--- config.mk ---
export PLATFORM = sky130hd
export DESIGN_NAME = mem_access_ctrl
export DESIGN_NICKNAME = d
export VERILOG_FILES = /design/src/rtl/mem_access_ctrl.sv
export SDC_FILE = /design/constraint.sdc
export NUM_CORES = 1
export LEC_CHECK = 0
export ABC_AREA = 1
export CORE_ASPECT_RATIO = 1.5
export CORE_MARGIN = 1.5
export CORE_UTILIZATION = 51
export DETAILED_ROUTE_END_ITERATION = 12
export GPL_TIMING_DRIVEN = 0
export MAX_ROUTING_LAYER = met4
export PLACE_DENSITY = 0.86
export SYNTH_ARGS = -nofsm -noshare
export SYNTH_HDL_FRONTEND = slang
export SYNTH_SLANG_ARGS = --single-unit
--- constraint.sdc ---
create_clock -name i_clk -period 2.7 [get_ports i_clk]
set_input_delay 0.54 -clock i_clk [delete_from_list [all_inputs] [get_ports i_clk]]
set_output_delay 0.54 -clock i_clk [all_outputs]
set_load 0.005 [all_outputs]
--- src/rtl/mem_access_ctrl.sv ---
// mem_access_ctrl: load/store initiator between the EX/MEM stage and a word-wide,
// big-endian data memory. Handles one request at a time. Sub-word stores are done
// as a read-modify-write with a one-cycle dm_req gap between the read and the write.
module mem_access_ctrl #(
   parameter int DEPTH_WORDS = 13,
   parameter int ADDR_W      = 4,
   parameter int TIMEOUT     = 15
) (
   input  logic              i_clk,
   input  logic              i_reset,
   input  logic              i_req_valid,
   output logic              o_req_ready,
   input  logic              i_req_we,
   input  logic [1:0]        i_req_size,
   input  logic              i_req_signed,
   input  logic [31:0]       i_req_addr,
   input  logic [31:0]       i_req_wdata,
   output logic              o_resp_valid,
   output logic [31:0]       o_resp_rdata,
   output logic              o_resp_misalign,
   output logic              o_resp_error,
   output logic              o_stall,
   output logic              o_dm_req,
   output logic              o_dm_we,
   output logic [ADDR_W-1:0] o_dm_addr,
   output logic [31:0]       o_dm_wdata,
   input  logic [31:0]       i_dm_rdata,
   input  logic              i_dm_ack
);

   localparam int               CNT_W     = $clog2(TIMEOUT + 1);
   localparam logic [CNT_W-1:0] CNT_LAST  = CNT_W'(TIMEOUT - 1);
   localparam logic [29:0]      DEPTH_IDX = 30'(DEPTH_WORDS);

   // S_GAP is the idle cycle between the read and write halves of a read-modify-write
   typedef enum logic [2:0] {S_IDLE, S_RD, S_GAP, S_WR, S_RESP} state_t;

   state_t              r_state;
   state_t              w_state_next;

   logic                r_we;
   logic [1:0]          r_size;
   logic                r_signed;
   logic [1:0]          r_lane;
   logic [15:0]         r_wdata_lo;
   logic [ADDR_W-1:0]   r_dm_addr;
   logic [31:0]         r_dm_wdata;
   logic [31:0]         r_rdata;
   logic                r_misalign;
   logic                r_error;
   logic [CNT_W-1:0]    r_cnt;

   logic                w_accept;
   logic                w_misalign;
   logic                w_range_err;
   logic                w_sub_store;
   logic                w_expired;
   logic [7:0]          w_byte;
   logic [15:0]         w_half;
   logic [31:0]         w_load_data;
   logic [31:0]         w_merge_word;

   assign w_accept    = i_req_valid & (r_state == S_IDLE);
   assign w_range_err = (i_req_addr[31:2] >= DEPTH_IDX);
   assign w_sub_store = r_we & (r_size != 2'b10);
   // Last allowed wait cycle; an ack in this same cycle still wins
   assign w_expired   = (r_cnt == CNT_LAST);

   // Alignment check on the incoming request; size 11 is always rejected
   always_comb begin
      w_misalign = 1'b0;
      case (i_req_size)
         2'b01:   w_misalign = i_req_addr[0];
         2'b10:   w_misalign = |i_req_addr[1:0];
         2'b11:   w_misalign = 1'b1;
         default: w_misalign = 1'b0;
      endcase
   end

   // Big-endian lane extraction for loads and lane replacement for sub-word stores
   always_comb begin
      w_byte = i_dm_rdata[31:24];
      case (r_lane)
         2'd1:    w_byte = i_dm_rdata[23:16];
         2'd2:    w_byte = i_dm_rdata[15:8];
         2'd3:    w_byte = i_dm_rdata[7:0];
         default: w_byte = i_dm_rdata[31:24];
      endcase
      w_half = r_lane[1] ? i_dm_rdata[15:0] : i_dm_rdata[31:16];

      w_load_data = i_dm_rdata;
      if (r_size == 2'b00) begin
         w_load_data = {{24{r_signed & w_byte[7]}}, w_byte};
      end else if (r_size == 2'b01) begin
         w_load_data = {{16{r_signed & w_half[15]}}, w_half};
      end

      w_merge_word = i_dm_rdata;
      if (r_size == 2'b00) begin
         case (r_lane)
            2'd1:    w_merge_word[23:16] = r_wdata_lo[7:0];
            2'd2:    w_merge_word[15:8]  = r_wdata_lo[7:0];
            2'd3:    w_merge_word[7:0]   = r_wdata_lo[7:0];
            default: w_merge_word[31:24] = r_wdata_lo[7:0];
         endcase
      end else if (r_lane[1]) begin
         w_merge_word[15:0] = r_wdata_lo;
      end else begin
         w_merge_word[31:16] = r_wdata_lo;
      end
   end

   // Next-state and state-decoded handshake outputs
   always_comb begin
      w_state_next = r_state;
      o_req_ready  = 1'b0;
      o_dm_req     = 1'b0;
      o_dm_we      = 1'b0;
      o_resp_valid = 1'b0;
      case (r_state)
         S_IDLE: begin
            o_req_ready = 1'b1;
            if (w_accept) begin
               if (w_misalign | w_range_err) begin
                  w_state_next = S_RESP;
               end else if (i_req_we && (i_req_size == 2'b10)) begin
                  w_state_next = S_WR;
               end else begin
                  w_state_next = S_RD;
               end
            end
         end
         S_RD: begin
            o_dm_req = 1'b1;
            if (i_dm_ack) begin
               w_state_next = w_sub_store ? S_GAP : S_RESP;
            end else if (w_expired) begin
               w_state_next = S_RESP;
            end
         end
         S_GAP: begin
            w_state_next = S_WR;
         end
         S_WR: begin
            o_dm_req = 1'b1;
            o_dm_we  = 1'b1;
            if (i_dm_ack || w_expired) begin
               w_state_next = S_RESP;
            end
         end
         S_RESP: begin
            o_resp_valid = 1'b1;
            w_state_next = S_IDLE;
         end
         default: w_state_next = S_IDLE;
      endcase
   end

   assign o_resp_misalign = o_resp_valid & r_misalign;
   assign o_resp_error    = o_resp_valid & r_error;
   assign o_resp_rdata    = r_rdata;
   assign o_dm_addr       = r_dm_addr;
   assign o_dm_wdata      = r_dm_wdata;
   assign o_stall         = i_req_valid & ~o_resp_valid & ((r_state != S_IDLE) | w_accept);

   // State register
   always_ff @(posedge i_clk) begin
      if (!i_reset) begin
         r_state <= S_IDLE;
      end else begin
         r_state <= w_state_next;
      end
   end

   // Request capture, memory data path, result and timeout counter
   always_ff @(posedge i_clk) begin
      if (!i_reset) begin
         r_we       <= 1'b0;
         r_size     <= 2'b00;
         r_signed   <= 1'b0;
         r_lane     <= 2'b00;
         r_wdata_lo <= 16'h0;
         r_dm_addr  <= '0;
         r_dm_wdata <= 32'h0;
         r_rdata    <= 32'h0;
         r_misalign <= 1'b0;
         r_error    <= 1'b0;
         r_cnt      <= '0;
      end else begin
         case (r_state)
            S_IDLE: begin
               if (w_accept) begin
                  r_we       <= i_req_we;
                  r_size     <= i_req_size;
                  r_signed   <= i_req_signed;
                  r_lane     <= i_req_addr[1:0];
                  r_wdata_lo <= i_req_wdata[15:0];
                  r_dm_addr  <= i_req_addr[ADDR_W+1:2];
                  r_dm_wdata <= i_req_wdata;
                  r_rdata    <= 32'h0;
                  r_misalign <= w_misalign;
                  r_error    <= ~w_misalign & w_range_err;
                  r_cnt      <= '0;
               end
            end
            S_RD: begin
               if (i_dm_ack) begin
                  if (w_sub_store) begin
                     r_dm_wdata <= w_merge_word;
                  end else begin
                     r_rdata <= w_load_data;
                  end
               end else if (w_expired) begin
                  r_error <= 1'b1;
               end else begin
                  r_cnt <= r_cnt + CNT_W'(1);
               end
            end
            S_GAP: begin
               r_cnt <= '0;
            end
            S_WR: begin
               if (!i_dm_ack) begin
                  if (w_expired) begin
                     r_error <= 1'b1;
                  end else begin
                     r_cnt <= r_cnt + CNT_W'(1);
                  end
               end
            end
            default: begin
            end
         endcase
      end
   end

endmodule

==> results.md <==
* Area grow syn2layout at 39.9%
* RSZ-0062 raised after global routing: false
* Largest net degree at the start of global routing at 19
* Drc violations at 0
* DRT antenna net count at 0
* CTS tree: built
* Critical path class: flop to primary output
* Number of flops mapped to enable cells by yosys at 0
* Layout cells sized above 1 at 5.83%
* DP HPWL at 16.7 mm
* Final Instance Area at 0.00785 mm2
* Core area at 0.0106 mm2
* Worst Path Required at 2.16 ns
* Setup TNS at 0 ns
* Initial drt markers at 825
* Clk root buf: clkbuf_16
* Vias per cell at 5.92
* FMAX at 406 MHz
* Syn nets at 977
* Chip Height at 131 um
* Multi-input logic area at 0.00319 mm2
* Sequential-to-total area share from yosys stat at 35.3%
* Mapped cell area at 0.00561 mm2
* Vias at 7,150
* Worst-path clk slew at 0.07 ns
* # placed instances at 1,192
* Clock insertion delay at the later pin of the skew report at 0.36 ns
* P_leak at 2.94 nW
* First-pass GRT wire length at 33.2 mm
* Non-filler instance count after layout at 1,208
* Utilization after layout at 73.7%
* Max-Cap Viols at 0
* CTS resizes at 0
* WL final at 21.5 mm
* Startpoint types: flop
* Hold buffers post-CTS at 0
* Setup Buffers After CTS at 0
* Fill cells at 929
* Die width at 88.6 um
* Total die area at 0.0117 mm2
* Htree depth at 3
* 1st-pass router iterations at 5
* Critical path endpoint category: primary output
* Area share of the largest cell type after synthesis at 35.3%
* Synth Register Bits at 99
* Area after DPL at 0.00756 mm2
* Yosys cell types at 33
* Setup ws final at 0.235 ns
* GPL Wtd Cong at 1.02
* Deepest clock path buffer count at 2
* Final Max Slew Viols at 0
* Final period util at 91.3%
* Largest cells by area after synthesis: dfxtp_1, nand2_1, o21ai_0
* Min-Delay Path Class: flop to flop
* Actual slew at the worst max-slew pin at 0.611 ns
* Fin Clk Skew at 0.00806 ns
* Grt ovf at 0
* Synth Warn # at 0
* Status: complete, no violations
* NumNets Final at 1,165
* Count leader, synth: nand2_1
* Slew Limit Headroom at 59.3%
* Final Critical Period at 2.47 ns
* CTS Buf Count at 9
* Initial antenna violation count at 0
* Maximum VDD drop at 0.338 mV
* Worst slack, placed at 0.280 ns
* Avg Cell Area, Syn at 6.44 um2
* Input/output buffers at 177
* Clock Sinks at 99
* Power Total at 3.99 mW
* Yosys top cell by area: dfxtp_1
* Crit path arrival time at 1.93 ns
* Drt wl/cell at 17.8 um
* Num rows at 46
* Crit-path max FO at 5
* Total global-route track usage at 38.3%
* Ys flop type: dfxtp_1
* Number of antenna diodes at 0
* Endpoints failing setup at 0
* Io pins at 179
* Power Density at 508 mW/mm2
* Hold Worst Slack at 0.464 ns
* Initial cell density of the core at 52.7%
* Final Hold Fails at 0
* Synth top cells by count: nand2_1, dfxtp_1, o21ai_0
* Synth Instances at 871
* Vias in the first global route at 6,552
* Async SR Flop Fraction at 0%
* Storage cell area at 0.00198 mm2
-- sequential cells by signal, indices dropped and copies added, names as in the netlist --
| name | cells |
|---|---|
| r_misalign | 1 |
| r_we | 1 |
| r_size | 2 |
| o_dm_wdata | 32 |
| r_lane | 2 |
| o_dm_addr | 4 |
| r_signed | 1 |
| r_error | 1 |
| r_state | 3 |
| r_wdata_lo | 16 |
| r_cnt | 4 |
| o_resp_rdata | 32 |
-- area by class of cell --
type                    count  area share (%)
inverters                  47            2.25
plain buffers              61            3.33
clock inverters             7           0.765
flip-flops and latches     99            25.3
repair buffers            177            22.6
clock buffers               9            2.87
multi-input cells         664            40.7
well taps                 144            2.30
-- logic make-up after synthesis --
logic type	after synthesis	synth area share [%]
compound gates	275	27.2
xor+xnor	1	0.156
fa+ha+maj	2	0.446
buf+inv	108	7.80
flops	99	35.3
simple gates	386	29.1
-- cell usage in the layout, fill, tap and decap left out, drive strengths merged --
cell type / synthesis / routed
o21a: 1 / 1
xnor2: 1 / 1
nand2: 193 / 193
nor3: 2 / 2
clkbuf: 34 / 43
o2111ai: 2 / 2
ha: 2 / 2
clkdlybuf4s50: 0 / 177
inv: 45 / 49
o211a: 1 / 1
or2: 2 / 2
o211ai: 21 / 21
nor2: 98 / 98
a211oi: 3 / 3
o31ai: 1 / 1
clkinvlp: 0 / 2
nand4: 16 / 16
nor3b: 1 / 1
a21oi: 94 / 94
o21ai: 114 / 114
a31oi: 33 / 33
clkinv: 2 / 3
nand3: 74 / 74
buf: 27 / 27
o22ai: 5 / 5
dfxtp: 99 / 99
-- worst paths after layout --
kind | start | endpoint | slack, ns | depth (start not counted)
setup / recovery | r_state[2] | o_resp_error | 0.23 | 5
hold / removal | r_misalign | r_misalign | 0.46 | 2
setup reg to reg | r_state[2] | o_dm_wdata[28] | 0.64 | 9
hold reg to reg | r_misalign | r_misalign | 0.46 | 2
-- critical path: stages (launching register included) --
cell and delay, ns:
dfxtp_1 0.44, inv_2 0.08, nor3_1 0.33, inv_1 0.11, nor2_1 0.11, clkdlybuf4s50_1 0.51
-- power breakdown --
group,switching [mW],total [mW],internal [mW]
clock,0.652,1.30,0.645
combinational,0.606,1.07,0.460
sequential,0.0763,1.63,1.55
total,1.33,3.99,2.65
-- metal layers --
metal | GRT usage [%] | vias to the layer above | wire length, um
met1 | 42.8 | 3290 | 7790
met4 | 18.9 | 0 | 1110
met5 | - | - | 0
li1 | - | 3378 | -
met3 | 6.41 | 91 | 1650
met2 | 64.2 | 391 | 11000
(Power assumes the default switching activity.)
